## src/rtl/proc_pkg.sv

```systemverilog
// Shared definitions for the 16-bit pipeline: data width, opcodes, MEM-stage states.
package proc_pkg;

  localparam int unsigned DW = 16;

  localparam logic [3:0] OP_LW  = 4'b0100;
  localparam logic [3:0] OP_SW  = 4'b0101;
  localparam logic [3:0] OP_JAL = 4'b1100;
  localparam logic [3:0] OP_JLR = 4'b1101;

  typedef enum logic [1:0] {
    StIdle,
    StReq,
    StWait,
    StDone
  } mem_state_t;

endpackage

```

## src/rtl/mem_req_ctrl.sv

```systemverilog
// Data-memory access controller. It runs the req/gnt/rvalid handshake FSM, keeps the
// timeout counter and request latches, and owns the sticky bus-error flag.
module mem_req_ctrl import proc_pkg::*; #(
  parameter int unsigned TIMEOUT_CYCLES = 16,
  parameter int unsigned DW             = proc_pkg::DW
) (
  input  logic          clk,
  input  logic          rst,
  input  logic          mem_op_i,
  input  logic          we_i,
  input  logic [DW-1:0] addr_i,
  input  logic [DW-1:0] wdata_i,
  output logic          dmem_req_o,
  output logic          dmem_we_o,
  output logic [DW-1:0] dmem_addr_o,
  output logic [DW-1:0] dmem_wdata_o,
  input  logic          dmem_gnt_i,
  input  logic          dmem_rvalid_i,
  input  logic [DW-1:0] dmem_rdata_i,
  output logic          stall_o,
  output mem_state_t    state_o,
  output logic [DW-1:0] rdata_o,
  output logic          timeout_o,
  output logic          bus_err_o
);

  localparam int unsigned CntW = $clog2(TIMEOUT_CYCLES + 1);

  mem_state_t    state_q, state_d;
  logic [CntW-1:0] cnt_q, cnt_d;
  logic [DW-1:0] addr_q, addr_d;
  logic [DW-1:0] wdata_q, wdata_d;
  logic          we_q, we_d;
  logic [DW-1:0] rdata_q, rdata_d;
  logic          tout_q, tout_d;
  logic          bus_err_q, bus_err_d;
  logic          last_cycle;

  // Last cycle of the REQ+WAIT budget: finish normally if possible, otherwise abandon.
  assign last_cycle = (cnt_q == CntW'(TIMEOUT_CYCLES - 1));

  // Next-state, counter and latch updates for the access handshake.
  always_comb begin
    state_d   = state_q;
    cnt_d     = cnt_q;
    addr_d    = addr_q;
    wdata_d   = wdata_q;
    we_d      = we_q;
    rdata_d   = rdata_q;
    tout_d    = tout_q;
    bus_err_d = bus_err_q;
    unique case (state_q)
      StIdle: begin
        if (mem_op_i) begin
          addr_d  = addr_i;
          wdata_d = wdata_i;
          we_d    = we_i;
          cnt_d   = '0;
          rdata_d = '0;   // a timed-out load returns zero
          tout_d  = 1'b0;
          state_d = StReq;
        end
      end
      StReq: begin
        cnt_d = cnt_q + CntW'(1);
        if (dmem_gnt_i && (we_q || dmem_rvalid_i)) begin
          if (!we_q) rdata_d = dmem_rdata_i;
          state_d = StDone;
        end else if (last_cycle) begin
          tout_d    = 1'b1;
          bus_err_d = 1'b1;
          state_d   = StDone;
        end else if (dmem_gnt_i) begin
          state_d = StWait;
        end
      end
      StWait: begin
        cnt_d = cnt_q + CntW'(1);
        if (dmem_rvalid_i) begin
          rdata_d = dmem_rdata_i;
          state_d = StDone;
        end else if (last_cycle) begin
          tout_d    = 1'b1;
          bus_err_d = 1'b1;
          state_d   = StDone;
        end
      end
      StDone: begin
        state_d = StIdle;
      end
      default: state_d = StIdle;
    endcase
  end

  // Controller state with asynchronous active-low reset.
  always_ff @(posedge clk or negedge rst) begin
    if (!rst) begin
      state_q   <= StIdle;
      cnt_q     <= '0;
      addr_q    <= '0;
      wdata_q   <= '0;
      we_q      <= 1'b0;
      rdata_q   <= '0;
      tout_q    <= 1'b0;
      bus_err_q <= 1'b0;
    end else begin
      state_q   <= state_d;
      cnt_q     <= cnt_d;
      addr_q    <= addr_d;
      wdata_q   <= wdata_d;
      we_q      <= we_d;
      rdata_q   <= rdata_d;
      tout_q    <= tout_d;
      bus_err_q <= bus_err_d;
    end
  end

  // Handshake and status outputs decoded from the state register.
  always_comb begin
    dmem_req_o   = (state_q == StReq);
    dmem_we_o    = we_q;
    dmem_addr_o  = addr_q;
    dmem_wdata_o = wdata_q;
    stall_o      = (state_q == StReq) || (state_q == StWait) ||
                   ((state_q == StIdle) && mem_op_i);
    state_o      = state_q;
    rdata_o      = rdata_q;
    timeout_o    = tout_q;
    bus_err_o    = bus_err_q;
  end

endmodule

```

## src/rtl/mem_stage.sv

```systemverilog
// MEM pipeline stage and MEM/WB register: issues LW/SW through mem_req_ctrl and
// registers the write-back bundle, inserting a bubble while an access is in flight.
module mem_stage import proc_pkg::*; #(
  parameter int unsigned TIMEOUT_CYCLES = 16,
  parameter int unsigned DW             = proc_pkg::DW
) (
  input  logic          clk,
  input  logic          rst,
  input  logic [DW-1:0] pc_in,
  input  logic [DW-1:0] pc2_in,
  input  logic [DW-1:0] IR_in,
  input  logic          reg_wr_en_in,
  input  logic          mem_wr_en_in,
  input  logic [DW-1:0] D1_in,
  input  logic [DW-1:0] alu_out_in,
  input  logic          carryin,
  input  logic          zeroin,
  output logic          dmem_req,
  output logic          dmem_we,
  output logic [DW-1:0] dmem_addr,
  output logic [DW-1:0] dmem_wdata,
  input  logic          dmem_gnt,
  input  logic          dmem_rvalid,
  input  logic [DW-1:0] dmem_rdata,
  output logic          stall_out,
  output logic [DW-1:0] pc_out,
  output logic [DW-1:0] pc2_out,
  output logic [DW-1:0] IR_out,
  output logic          reg_wr_en_out,
  output logic [DW-1:0] wb_data_out,
  output logic          carryout,
  output logic          zeroout,
  output logic          bus_err
);

  logic [3:0]    opcode;
  logic          mem_op;
  logic [DW-1:0] wb_sel;
  mem_state_t    state;
  logic [DW-1:0] ld_data;
  logic          timeout;

  logic [DW-1:0] pc_q, pc_d, pc2_q, pc2_d, ir_q, ir_d, wb_q, wb_d;
  logic          rwe_q, rwe_d, c_q, c_d, z_q, z_d;

  assign opcode = IR_in[DW-1 -: 4];
  assign mem_op = mem_wr_en_in || (opcode == OP_LW);
  assign wb_sel = ((opcode == OP_JAL) || (opcode == OP_JLR)) ? pc2_in : alu_out_in;

  mem_req_ctrl #(
    .TIMEOUT_CYCLES(TIMEOUT_CYCLES),
    .DW            (DW)
  ) u_ctrl (
    .clk          (clk),
    .rst          (rst),
    .mem_op_i     (mem_op),
    .we_i         (mem_wr_en_in),
    .addr_i       (alu_out_in),
    .wdata_i      (D1_in),
    .dmem_req_o   (dmem_req),
    .dmem_we_o    (dmem_we),
    .dmem_addr_o  (dmem_addr),
    .dmem_wdata_o (dmem_wdata),
    .dmem_gnt_i   (dmem_gnt),
    .dmem_rvalid_i(dmem_rvalid),
    .dmem_rdata_i (dmem_rdata),
    .stall_o      (stall_out),
    .state_o      (state),
    .rdata_o      (ld_data),
    .timeout_o    (timeout),
    .bus_err_o    (bus_err)
  );

  // MEM/WB register next state: pass-through, bubble on issue, hold while busy, retire in DONE.
  always_comb begin
    pc_d  = pc_q;
    pc2_d = pc2_q;
    ir_d  = ir_q;
    rwe_d = rwe_q;
    wb_d  = wb_q;
    c_d   = c_q;
    z_d   = z_q;
    unique case (state)
      StIdle: begin
        if (mem_op) begin
          ir_d  = '0;
          rwe_d = 1'b0;
        end else begin
          pc_d  = pc_in;
          pc2_d = pc2_in;
          ir_d  = IR_in;
          rwe_d = reg_wr_en_in;
          wb_d  = wb_sel;
          c_d   = carryin;
          z_d   = zeroin;
        end
      end
      StReq, StWait: ;
      StDone: begin
        // Upstream is frozen, so the inputs still carry the memory instruction.
        pc_d  = pc_in;
        pc2_d = pc2_in;
        ir_d  = IR_in;
        c_d   = carryin;
        if (dmem_we) begin
          rwe_d = 1'b0;
          wb_d  = wb_sel;
          z_d   = zeroin;
        end else begin
          rwe_d = reg_wr_en_in && !timeout;
          wb_d  = ld_data;
          z_d   = (ld_data == '0);
        end
      end
      default: ;
    endcase
  end

  // MEM/WB register with asynchronous active-low reset.
  always_ff @(posedge clk or negedge rst) begin
    if (!rst) begin
      pc_q  <= '0;
      pc2_q <= '0;
      ir_q  <= '0;
      rwe_q <= 1'b0;
      wb_q  <= '0;
      c_q   <= 1'b0;
      z_q   <= 1'b0;
    end else begin
      pc_q  <= pc_d;
      pc2_q <= pc2_d;
      ir_q  <= ir_d;
      rwe_q <= rwe_d;
      wb_q  <= wb_d;
      c_q   <= c_d;
      z_q   <= z_d;
    end
  end

  assign pc_out        = pc_q;
  assign pc2_out       = pc2_q;
  assign IR_out        = ir_q;
  assign reg_wr_en_out = rwe_q;
  assign wb_data_out   = wb_q;
  assign carryout      = c_q;
  assign zeroout       = z_q;

endmodule

```

## config.mk

```make
export PLATFORM = sky130hd
export DESIGN_NAME = mem_stage
export DESIGN_NICKNAME = d
export VERILOG_FILES = /design/src/rtl/proc_pkg.sv /design/src/rtl/mem_req_ctrl.sv /design/src/rtl/mem_stage.sv
export SDC_FILE = /design/constraint.sdc
export NUM_CORES = 1
export LEC_CHECK = 0
export BUFFER_PORTS_ARGS = -buffer_cell sky130_fd_sc_hd__buf_2
export CAP_MARGIN = 0
export CORE_MARGIN = 10
export CORE_UTILIZATION = 49
export DETAILED_ROUTE_END_ITERATION = 7
export PLACE_DENSITY = 0.79
export SKIP_CTS_REPAIR_TIMING = 1
export SYNTH_ARGS = -nofsm -noshare
export SYNTH_HDL_FRONTEND = slang
export SYNTH_SLANG_ARGS = --single-unit
export TNS_END_PERCENT = 50
```

## constraint.sdc

```tcl
create_clock -name clk -period 3.48 [get_ports clk]
set_clock_uncertainty 0.05 [all_clocks]
set_input_delay 0.87 -clock clk [delete_from_list [all_inputs] [get_ports clk]]
set_output_delay 0.87 -clock clk [all_outputs]
set_load 0.02 [all_outputs]
```

# Word-level counts from Yosys, hierarchy flattened
# Index checks and enable logic that the tools add are counted.
# word_totals
in_bits	104
word_cells	96
reg_bits	125
output_inout_bits	103
# op_classes
eq_ne	16
n_reduce_logical	23
n_addsub	1
mux	41
# ops
op	count
$mux W16	10
$pmux W16 S2	4
$pmux W16 S3	1
$logic_not A16 Y1	1
$mux W1	12
$mux W2	6
$ne A2 B2 Y1 const B	5
$pmux W5 S2	1
$eq A4 B4 Y1 const B	2
$pmux W1 S2	4
$pmux W2 S4	1
$reduce_and A2 Y1	3
$reduce_and A3 Y1	2
$reduce_bool A2 Y1	3
$add A5 B1 Y5 const B	1
$eq A5 B4 Y1 const B	1
$logic_or A1 B1 Y1	5
$mux W5	1
$reduce_and A5 Y1	1
$eq A2 B2 Y1 const B	2
$eq A4 B3 Y1 const B	1
$ne A2 B1 Y1 const B	2
$ne A4 B1 Y1 const B	1
$reduce_and A4 Y1	1
other kinds (8)	10

# Longest topological paths before layout
# depth
ltp_word	5
mapped_depth	10
ltp_nobuf	7

# Hierarchy
# Synthesis repeated with hierarchy kept, for this count alone.
# unflattened
hier_cells	452
area_unflattened_um2	5446.5
# by_module_without_submodules
module	area_each_um2	instances	cells_per_inst	seq_area_each_um2
mem_stage	2961.6	1	253	1676.6
mem_req_ctrl	2484.9	1	199	1451.4

# Worst setup path after synthesis
# OpenSTA, ideal clock, no wires.
# synth_timing
path_kind	input to output
from	input port IR_in[12]
to	output port stall_out
required_time_ns	2.560
slack_ns	0.561
stages	5
path_buffers	2
t_arrival_ns	1.999
cell_sequence	nor4b_4 -> a21boi_1 -> inv_1 -> buf_2 -> buf_2
# synth_between
elab_chain_len	4
# synth_lines
element	line	rtl
from (decl)	mem_stage.sv:11	input logic [DW-1:0] IR_in,
$eq A4 B3 Y1	mem_stage.sv:47	assign mem_op = mem_wr_en_in || (opcode == OP_LW);
$logic_or A1 B1 Y1	mem_stage.sv:47	
$logic_and A1 B1 Y1	mem_req_ctrl.sv:125	((state_q == StIdle) && mem_op_i);
$logic_or A1 B1 Y1	mem_req_ctrl.sv:124	stall_o = (state_q == StReq) || (state_q == StWait) ||
to (decl)	mem_stage.sv:25	output logic stall_out,
# No other way between the ends.

# Worst setup path after layout
# layout_timing
from	register u_ctrl.state_q[0], in the netlist u_ctrl.state_o[0]
to	output port stall_out
# layout_between
elab_chain_len	3
elab_cells_between_ends	6
classes_between	eq/ne: 2; reduce/logical: 4
# layout_lines
element	line	rtl
from (decl)	mem_req_ctrl.sv:29	mem_state_t state_q, state_d;
from (signal assigned)	mem_req_ctrl.sv:98	state_q <= StIdle;
from (signal assigned)	mem_req_ctrl.sv:107	state_q <= state_d;
$eq A2 B1 Y1 (tied with other cells)	mem_req_ctrl.sv:124	
$logic_or A1 B1 Y1 or $logic_and A1 B1 Y1 (tied branches)	mem_req_ctrl.sv:124, mem_req_ctrl.sv:125	
$logic_or A1 B1 Y1 (*)	mem_req_ctrl.sv:124	
# Every way passes the cells marked *; elsewhere a longest branch is shown, timed or not.

==> qor.yml <==
synth_nets: 619
cp.arrival_ps: 1990
cp.required_ps: 2560
synth_most_common_cell: "nand2_1"
cap_violations: 0
grt_pass1_wl_um: 25400
startpoint: "u_ctrl.state_o[0]"
synth.top_cells.by_count: "155 x nand2_1, 125 x dfrtp_1, 33 x a22o_1, 33 x mux2_2, 24 x inv_1"
slowest_delay_ps: 410
worstRegToRegCells: 6
ys_async_sr_fraction_pct: 100
vias_per_cell: 5.24
wl_um: 15700
post_synth_num_cell_types: 39
grt_overflow: 0
status: "completed"
syn_area_per_cell_um2: 10.5
fin_tns_setup_ps: 0
yosysSeqAreaShare_pct: 58.5
cts_tree: "done"
rsz0062_at_grt: "false"
worstPathMaxFanout: 6
grt_pass1_vias: 4782
synth_top_cell_by_area: "dfrtp_1"
start_util_pct: 49.8
tightest_slew_ps: 1020
fp.dieW_um: 125
firstDrtPassIters: 4
clock_latency_ps: 520
netlist_area_um2: 5350
setup_viol: 0
finalCritPeriodShare_pct: 83.7
track_usage_pct: 20.2
startpoint_type: "flip-flop"
reg2reg_setup_slack_ps: 920
reg2reg_to: "u_ctrl.rdata_o[1]"
cts_buffers: 17
r2r_start: "u_ctrl.state_o[0]"
fill_cells: 868
fmax_mhz: 343
synth_top_area_share_pct: 58.5
synth_cells: 508
ys_seq_elements: 125
path_buf_inv: 3
drtAntennaViolNets: 0
core_area_um2: 10700
clockRootBuffer: "clkbuf_8"
dieHeight_um: 125
period_minus_slack_ps: 2910
drc_errors: 0
wl_per_cell_um: 18.1
grt_max_degree: 66
cts.clk_slew.worst_paths_ps: 60
post-route-util_pct: 66.3
critPathSlowestCell: "dfrtp_1"
ir_drop_mv: 0.556
worstPathCellList: "inv_1 -> ha_1 -> a21oi_1 -> a21boi_4 -> inv_2 -> buf_2"
rows: 38
cp.depth: 6
hpwl_um: 11800
leakagePower_nw: 3.82
finalHoldViolCount: 0
crit_path_end: "stall_out"
port-buffer-count: 206
gp_congestion: 0.874
synthFlopType: "dfrtp_1"
area_growth_pct: 33.2
die-area_um2: 15500
final_max_slew_viol_count: 0
clk_path_buf_depth: 2
drive_above_1_share_pct: 39.1
synth_edf_count: 0
hold_path_class: "in2async"
io_pins: 207
vias: 4541
antenna_found_initial: 3
synthTopCellsByArea: "dfrtp_1 58%, nand2_1 11%, mux2_2 6.9%"
critPathKind: "reg2out"
cpLargestDelayFamily: "flip-flops"
power.density_nw_per_um2: 1160
drt-initial-drc-count: 307
cts_sinks: 125
relSlewSlack_pct: 31.8
finalNetCount: 824
ys_warn_count: 0
htreeDepth: 4
whs_ps: 269
cp-end-kind: "output port"
## through the flow
step                worst slack, ps  instances  total power, mW  area (um2)
floorplan                       561        508             5.27        5350
global placement                761        834             6.39        6530
detailed placement              722        834             6.57        6530
CTS                             549        866             8.35        7120
global route                    450        867             8.84        7130
finish                          567        867             8.27        7130
## routing by layer
layer	up-vias	routed length (um)	GRT usage (%)
met5	-	21	0
met1	2178	6270	23.3
met4	4	422	8.70
met2	200	7470	32.4
li1	2126	-	-
met3	33	1490	8.38
## flip-flops by register name (all words and copies together), names as in the netlist, 2 cells and up
signal / count
IR_out: 16
pc2_out: 16
pc_out: 16
u_ctrl.dmem_addr_o: 16
u_ctrl.dmem_wdata_o: 16
u_ctrl.rdata_o: 16
wb_data_out: 16
u_ctrl.cnt_q: 5
u_ctrl.state_o: 2
## cells in the final DEF, fill, tap and decap left out, types with 3 or more instances in the layout
master	synthesis	layout
buf_2	6	205
nand2_1	155	155
dfrtp_1	125	125
mux2_2	33	33
a22o_1	33	33
inv_1	24	23
o21ai_0	22	22
a21oi_1	20	20
mux2i_1	17	17
clkbuf_16	0	16
nor2_1	8	8
ha_1	7	7
buf_4	0	7
nand2b_1	5	5
clkinv_2	0	4
nor4_1	3	3
clkbuf_8	0	3
clkinvlp_4	0	3
bufinv_16	0	3
## layout make-up
cell class	count	area, um2	area share (%)
multi-input cells	332	2040	28.7
clock inverters	11	141	1.98
well taps	140	175	2.46
diodes	1	2.50	0.0351
inverters	24	90.1	1.26
clock buffers	21	449	6.30
flip-flops and latches	125	3130	43.9
repair buffers	213	1100	15.4
## cells by family after synthesis
group                    after synthesis  synth area share, %
adder cells (fa/ha/maj)                7                 1.64
flip-flops                           125                 58.5
AO/OA/AOI/OAI                         91                 11.5
multiplexers                          50                 10.1
buffers and inverters                 51                 3.86
AND/OR/NAND/NOR                      184                 14.4
## worst min path at each step
stage	start	endpoint	slack, ps	cells after the start
after floorplan	u_ctrl.cnt_q[4]	u_ctrl.cnt_q[4]	400	2
after global placement	pc_out[4]	pc_out[4]	400	2
after detailed placement	pc2_out[6]	pc2_out[6]	410	2
after CTS	rst	pc_out[0]	270	1
after global routing	rst	pc_out[0]	280	1
final	rst	pc_out[0]	270	1
## where the power goes
part           internal (mW)  leakage (nW)  switching, mW
Combinational           1.43          2.00           2.54
Clock                   1.12         0.284          0.619
Sequential              2.18          1.53          0.372
Total                   4.73          3.82           3.53
## worst reg2reg max path, delay by kind of cell (launching register included)
kind	cells	cell delay [ps]
compound gates	1	760
fa+ha+maj	1	370
mux	1	300
flops	1	420
buf+inv	1	150
simple gates	2	420
(Power assumes the default switching activity.)
